==> src/rtl/icg_bank_pkg.sv <==
// icg_bank_pkg: shared constants, hold-off counter type and the enable OR-reduction helper
package icg_bank_pkg;

    localparam int HW_DEFAULT = 4;
    localparam int NCH_MAX    = 32;

    typedef logic [HW_DEFAULT-1:0] hold_cnt_t;

    // Any channel functionally active; callers zero-extend their enable vector to NCH_MAX.
    function automatic logic any_on(input logic [NCH_MAX-1:0] v);
        return |v;
    endfunction

endpackage

==> src/rtl/icg_lat_and.sv <==
// icg_lat_and: negative-level latch plus AND, one glitch-free clock gate
//   clk : source clock
//   d   : gate enable, captured while clk is low
//   q   : gated clock, clk AND latched enable
module icg_lat_and (
    input  logic clk,
    input  logic d,
    output logic q
);

    logic iq;

    // Transparent only in the low phase, so the enable cannot change under a high pulse.
    always_latch
        if (!clk) iq <= d;

    assign q = clk & iq;

endmodule

==> src/rtl/icg_bank_hyst.sv <==
// icg_bank_hyst: bank of NCH clock gates, each with a programmable hold-off before gating off
//   CLK     : source clock
//   RN      : asynchronous active-low reset
//   E       : per-channel functional enable, sampled on rising CLK
//   TE      : test enable, forces every gate open without touching the counters
//   HOLD    : hold-off cycle count, loaded on each enable sample
//   Q       : gated clocks
//   ACT     : registered per-channel enable state
//   ANY_ACT : OR of ACT
module icg_bank_hyst
    import icg_bank_pkg::*;
#(
    parameter int NCH = 4,
    parameter int HW  = HW_DEFAULT
) (
    input  logic           CLK,
    input  logic           RN,
    input  logic [NCH-1:0] E,
    input  logic           TE,
    input  logic [HW-1:0]  HOLD,
    output logic [NCH-1:0] Q,
    output logic [NCH-1:0] ACT,
    output logic           ANY_ACT
);

    for (genvar g = 0; g < NCH; g++) begin : ch
        logic [HW-1:0] cnt;
        logic          en_q;
        // An enable sample always reloads, so a retrigger while counting never drops the clock.
        always_ff @(posedge CLK or negedge RN)
            if (!RN) begin
                cnt  <= '0;
                en_q <= 1'b0;
            end else if (E[g]) begin
                cnt  <= HOLD;
                en_q <= 1'b1;
            end else if (cnt != '0) begin
                cnt  <= cnt - HW'(1);
            end else begin
                en_q <= 1'b0;
            end
        icg_lat_and u_icg (
            .clk (CLK),
            .d   (en_q | TE),
            .q   (Q[g])
        );
        assign ACT[g] = en_q;
    end

    assign ANY_ACT = any_on(NCH_MAX'(ACT));

endmodule

==> config.mk <==
export PLATFORM = sky130hd
export DESIGN_NAME = icg_bank_hyst
export DESIGN_NICKNAME = d
export VERILOG_FILES = /design/src/rtl/icg_bank_pkg.sv /design/src/rtl/icg_lat_and.sv /design/src/rtl/icg_bank_hyst.sv
export SDC_FILE = /design/constraint.sdc
export NUM_CORES = 1
export LEC_CHECK = 0
export ABC_AREA = 1
export BUFFER_PORTS_ARGS = -buffer_cell sky130_fd_sc_hd__buf_2
export CAP_MARGIN = 20
export CORE_MARGIN = 4
export CORE_UTILIZATION = 25
export CTS_BUF_LIST = sky130_fd_sc_hd__clkbuf_16
export CTS_CLUSTER_DIAMETER = 200
export DETAILED_ROUTE_END_ITERATION = 8
export GPL_TIMING_DRIVEN = 0
export PLACE_DENSITY = 0.45
export RECOVER_POWER = 100
export SKIP_LAST_GASP = 1
export SLEW_MARGIN = 20
export SYNTH_ARGS = -nofsm -noshare
export SYNTH_HDL_FRONTEND = slang
export SYNTH_SLANG_ARGS = --single-unit
==> constraint.sdc <==
create_clock -name CLK -period 0.9 [get_ports CLK]
set_input_delay 0.045 -clock CLK [delete_from_list [all_inputs] [get_ports CLK]]
set_output_delay 0.045 -clock CLK [all_outputs]
set_load 0.005 [all_outputs]
# == After elaboration in Yosys (flattened, before gate mapping) ==
# Cells that the tools add are included.
# op_classes
addsub,4
multipliers,0
n_div,0
n_lt_le_gt_ge,0
eq_ne,4
n_shift,0
mux,20
bitwise,8
n_reduce_logical,9
# ops
op,n
$mux W4,8
$reduce_bool A4 Y1,4
$sub A4 B1 Y4 const B,4
$mux W1,12
$ne A2 B2 Y1 const B,4
$reduce_bool A2 Y1,4
$and A1 B1 Y1,4
$or A1 B1 Y1,4
$reduce_or A4 Y1,1
# totals
register_bits,20
latch_bits,4
ramBits,0
rom_bits,0
in_bits,11
output_inout_bits,9
elab_cells,57
memories,0

# == Depth between registers and ports, before layout ==
# logic_depth
ltp_word,3
mapped_depth,7
ltp_nobuf,7

# == Hierarchy ==
# A second synthesis with hierarchy kept.
# unflattened
hier_cells,166
hier_area_um2,1246.2
# by_module_without_submodules
module,instances,cells_per_inst,area_per_inst_um2,seq_area_each_um2
icg_bank_hyst,1,154,1156.1,500.5
icg_lat_and,4,3,22.5,0.0

==> results_dict.tcl <==
set metrics [dict create \
    arrival_ns 1.45 \
    pwr-share-clk 0.477 \
    yosysWarnings 0 \
    status "finished, violations left" \
    intPower_w 0.00403 \
    gp_congestion 0.683 \
    antenna_left 0 \
    peakVddDrop_uv 1300 \
    grt_usage 0.111 \
    drt_iter0_markers 52 \
    remaining_drc_errors 0 \
    start_util 0.264 \
    place_area_mm2 0.00153 \
    synth_seq_cells 24 \
    powerDensity_mw_per_mm2 2830 \
    clkSlewWorstSetupHoldPaths_ns 0.07 \
    p_comb_frac 0.274 \
    die_area_mm2 0.00630 \
    synth_nets 185 \
    violations "negative setup slack" \
    hp-class "in2latch" \
    post_drt_via_cell_ratio 4.24 \
    core_area_mm2 0.00482 \
    die_h_um 79.4 \
    synth_area_per_cell_um2 7.49 \
    synth_top_area_cell "dfrtp_1" \
    filler_cell_count 501 \
    final_cell_mix "nand2_1 (48), inv_2 (24), dfrtp_1 (20)" \
    setup_viol 33 \
    die_x_um 79.4 \
    timing.final.ws_setup_ns -0.592 \
    syn_inst 170 \
    crit_fanout 1 \
    maxCapViolations 0 \
    holdWs_ns 0.0118 \
    end_kind "output port" \
    grt_max_degree 21 \
    num_vias 1179 \
    tns_ns -4.54 \
    dp_hpwl_um 1980 \
    ioPinCount 20 \
    design_area_mm2 0.00206 \
    first_global_vias 1205 \
    finalClockSkew_ns 0.00119 \
    layout-drive-gt1-share 0.498 \
    grt.overflow.total 0 \
    seq_power_share 0.249 \
    yosysUniqueCellTypes 16 \
    wirelength_um 3080 \
    cp-start-kind "latch" \
    final_max_slew_viol_count 0 \
    antenna_cells 0 \
    rsz0062_at_grt "yes" \
    dr.pass1.iters 4 \
    wl_per_cell_um 11.1 \
    worst_pin_slew_ns 0.550 \
    worstPathRequired_ns 0.85 \
    clk_latency_ns 0.37 \
    hold_violations 0 \
    p_sw_w 0.00180 \
    power.leakage_nw 1.02 \
    place_ws_ns -0.230 \
    syn_area_mm2 0.00127 \
    slew-limit-headroom 0.633 \
    rows 25 \
    layout.nets 226 \
    antenna_found_initial 0 \
    io_buffers 19 \
    cts_tree "built" \
    grt_pass1_wl_um 5100 \
    final_common_cell "nand2_1" \
    netlist.area_leader.share 0.393 \
    synth.area.top_cells "dfrtp_1 (39%), nand2_1 (17%), inv_1 (7.4%), o21ai_0 (6.3%), dlxtn_1 (4.7%)" \
    swShare 0.309 \
    syn_to_final_growth_pct 62.1 \
    path_class "latch2out" \
]
-- power by group through the flow --
stage               combinational (W)  clock, W  sequential, W
floorplan                    0.000911  0.000360        0.00138
global placement              0.00111  0.000481        0.00142
detailed placement            0.00112  0.000481        0.00142
CTS                           0.00132   0.00286        0.00142
global route                  0.00179   0.00296        0.00148
finish                        0.00160   0.00278        0.00145
-- worst paths after layout --
check | end | startpoint | cells past startpoint | slack, ns
min in group asynchronous | ch[1].cnt[1] | RN | 2 | 0.19
worst max register to register | ch[3].cnt[3] | ch[3].cnt[1] | 7 | -0.12
worst min register to register | ch[1].cnt[1] | ch[1].cnt[1] | 2 | 0.56
worst min-delay path | ch[3].u_icg.iq | TE | 3 | 0.01
worst max-delay path | Q[2] | ch[2].u_icg.iq | 3 | -0.59
max in group asynchronous | ch[2].cnt[3] | RN | 2 | 0.34
-- layout make-up --
class,count,area [um2],share of cell area
well taps,67,83.8,0.0406
multi-input cells,109,767,0.372
clock buffers,11,220,0.107
plain buffers,4,45.0,0.0218
repair buffers,32,245,0.119
inverters,25,93.8,0.0455
flip-flops and latches,24,561,0.272
clock inverters,6,48.8,0.0236
-- through the flow --
step,util,cells,total power [W]
global route,0.429,278,0.00623
detailed placement,0.318,256,0.00301
floorplan,-,170,0.00265
finish,0.429,278,0.00583
global placement,0.318,256,0.00301
CTS,0.400,275,0.00560
-- cells in the mapped netlist --
library cell,count
xnor2_1,4
nor2_1,4
nor2_2,4
o21ai_1,8
nand4_1,1
inv_2,4
nand3_1,4
o21ai_0,16
ha_1,4
nand2_2,3
buf_4,8
nand2_1,57
inv_1,25
dlxtn_1,4
dfrtp_1,20
nand3_2,4
-- routing by layer --
layer / vias to the layer above / wire, um / global-route usage
li1: 603 / - / -
met1: 530 / 1420 / 0.129
met2: 31 / 1360 / 0.150
met3: 15 / 184 / 0.0542
met4: 0 / 120 / 0.0979
met5: - / 0 / 0
-- cell families (layout without fill, tap and decap cells) --
group / count (synthesis) / after routing / synth area share
simple gates: 77 / 77 / 0.266
buf+inv: 37 / 78 / 0.133
compound gates: 24 / 24 / 0.0943
flops: 20 / 20 / 0.393
fa+ha+maj: 4 / 4 / 0.0393
xor+xnor: 4 / 4 / 0.0275
latches: 4 / 4 / 0.0472
-- worst max-delay path, cell delays in order, from the launching register on --
cell and delay, ns:
dlxtn_1 0.40, nand2_1 0.06, inv_2 0.05, buf_6 0.08
-- timing repair --
action,in CTS,in global routing
endpoints found under the setup margin,33,33
gates resized for setup,24,34
hold buffers,7,0
buffers inserted,6,4
pin swaps,16,16
endpoints found under the hold margin,28,0
-- flip-flops by register name (all words and copies together), names as in the netlist --
| name | flops |
|---|---|
| ch.u_icg.iq | 4 |
| ch.cnt | 16 |
| ch.en_q | 4 |
Note: power is estimated with default switching activity, not from simulation.
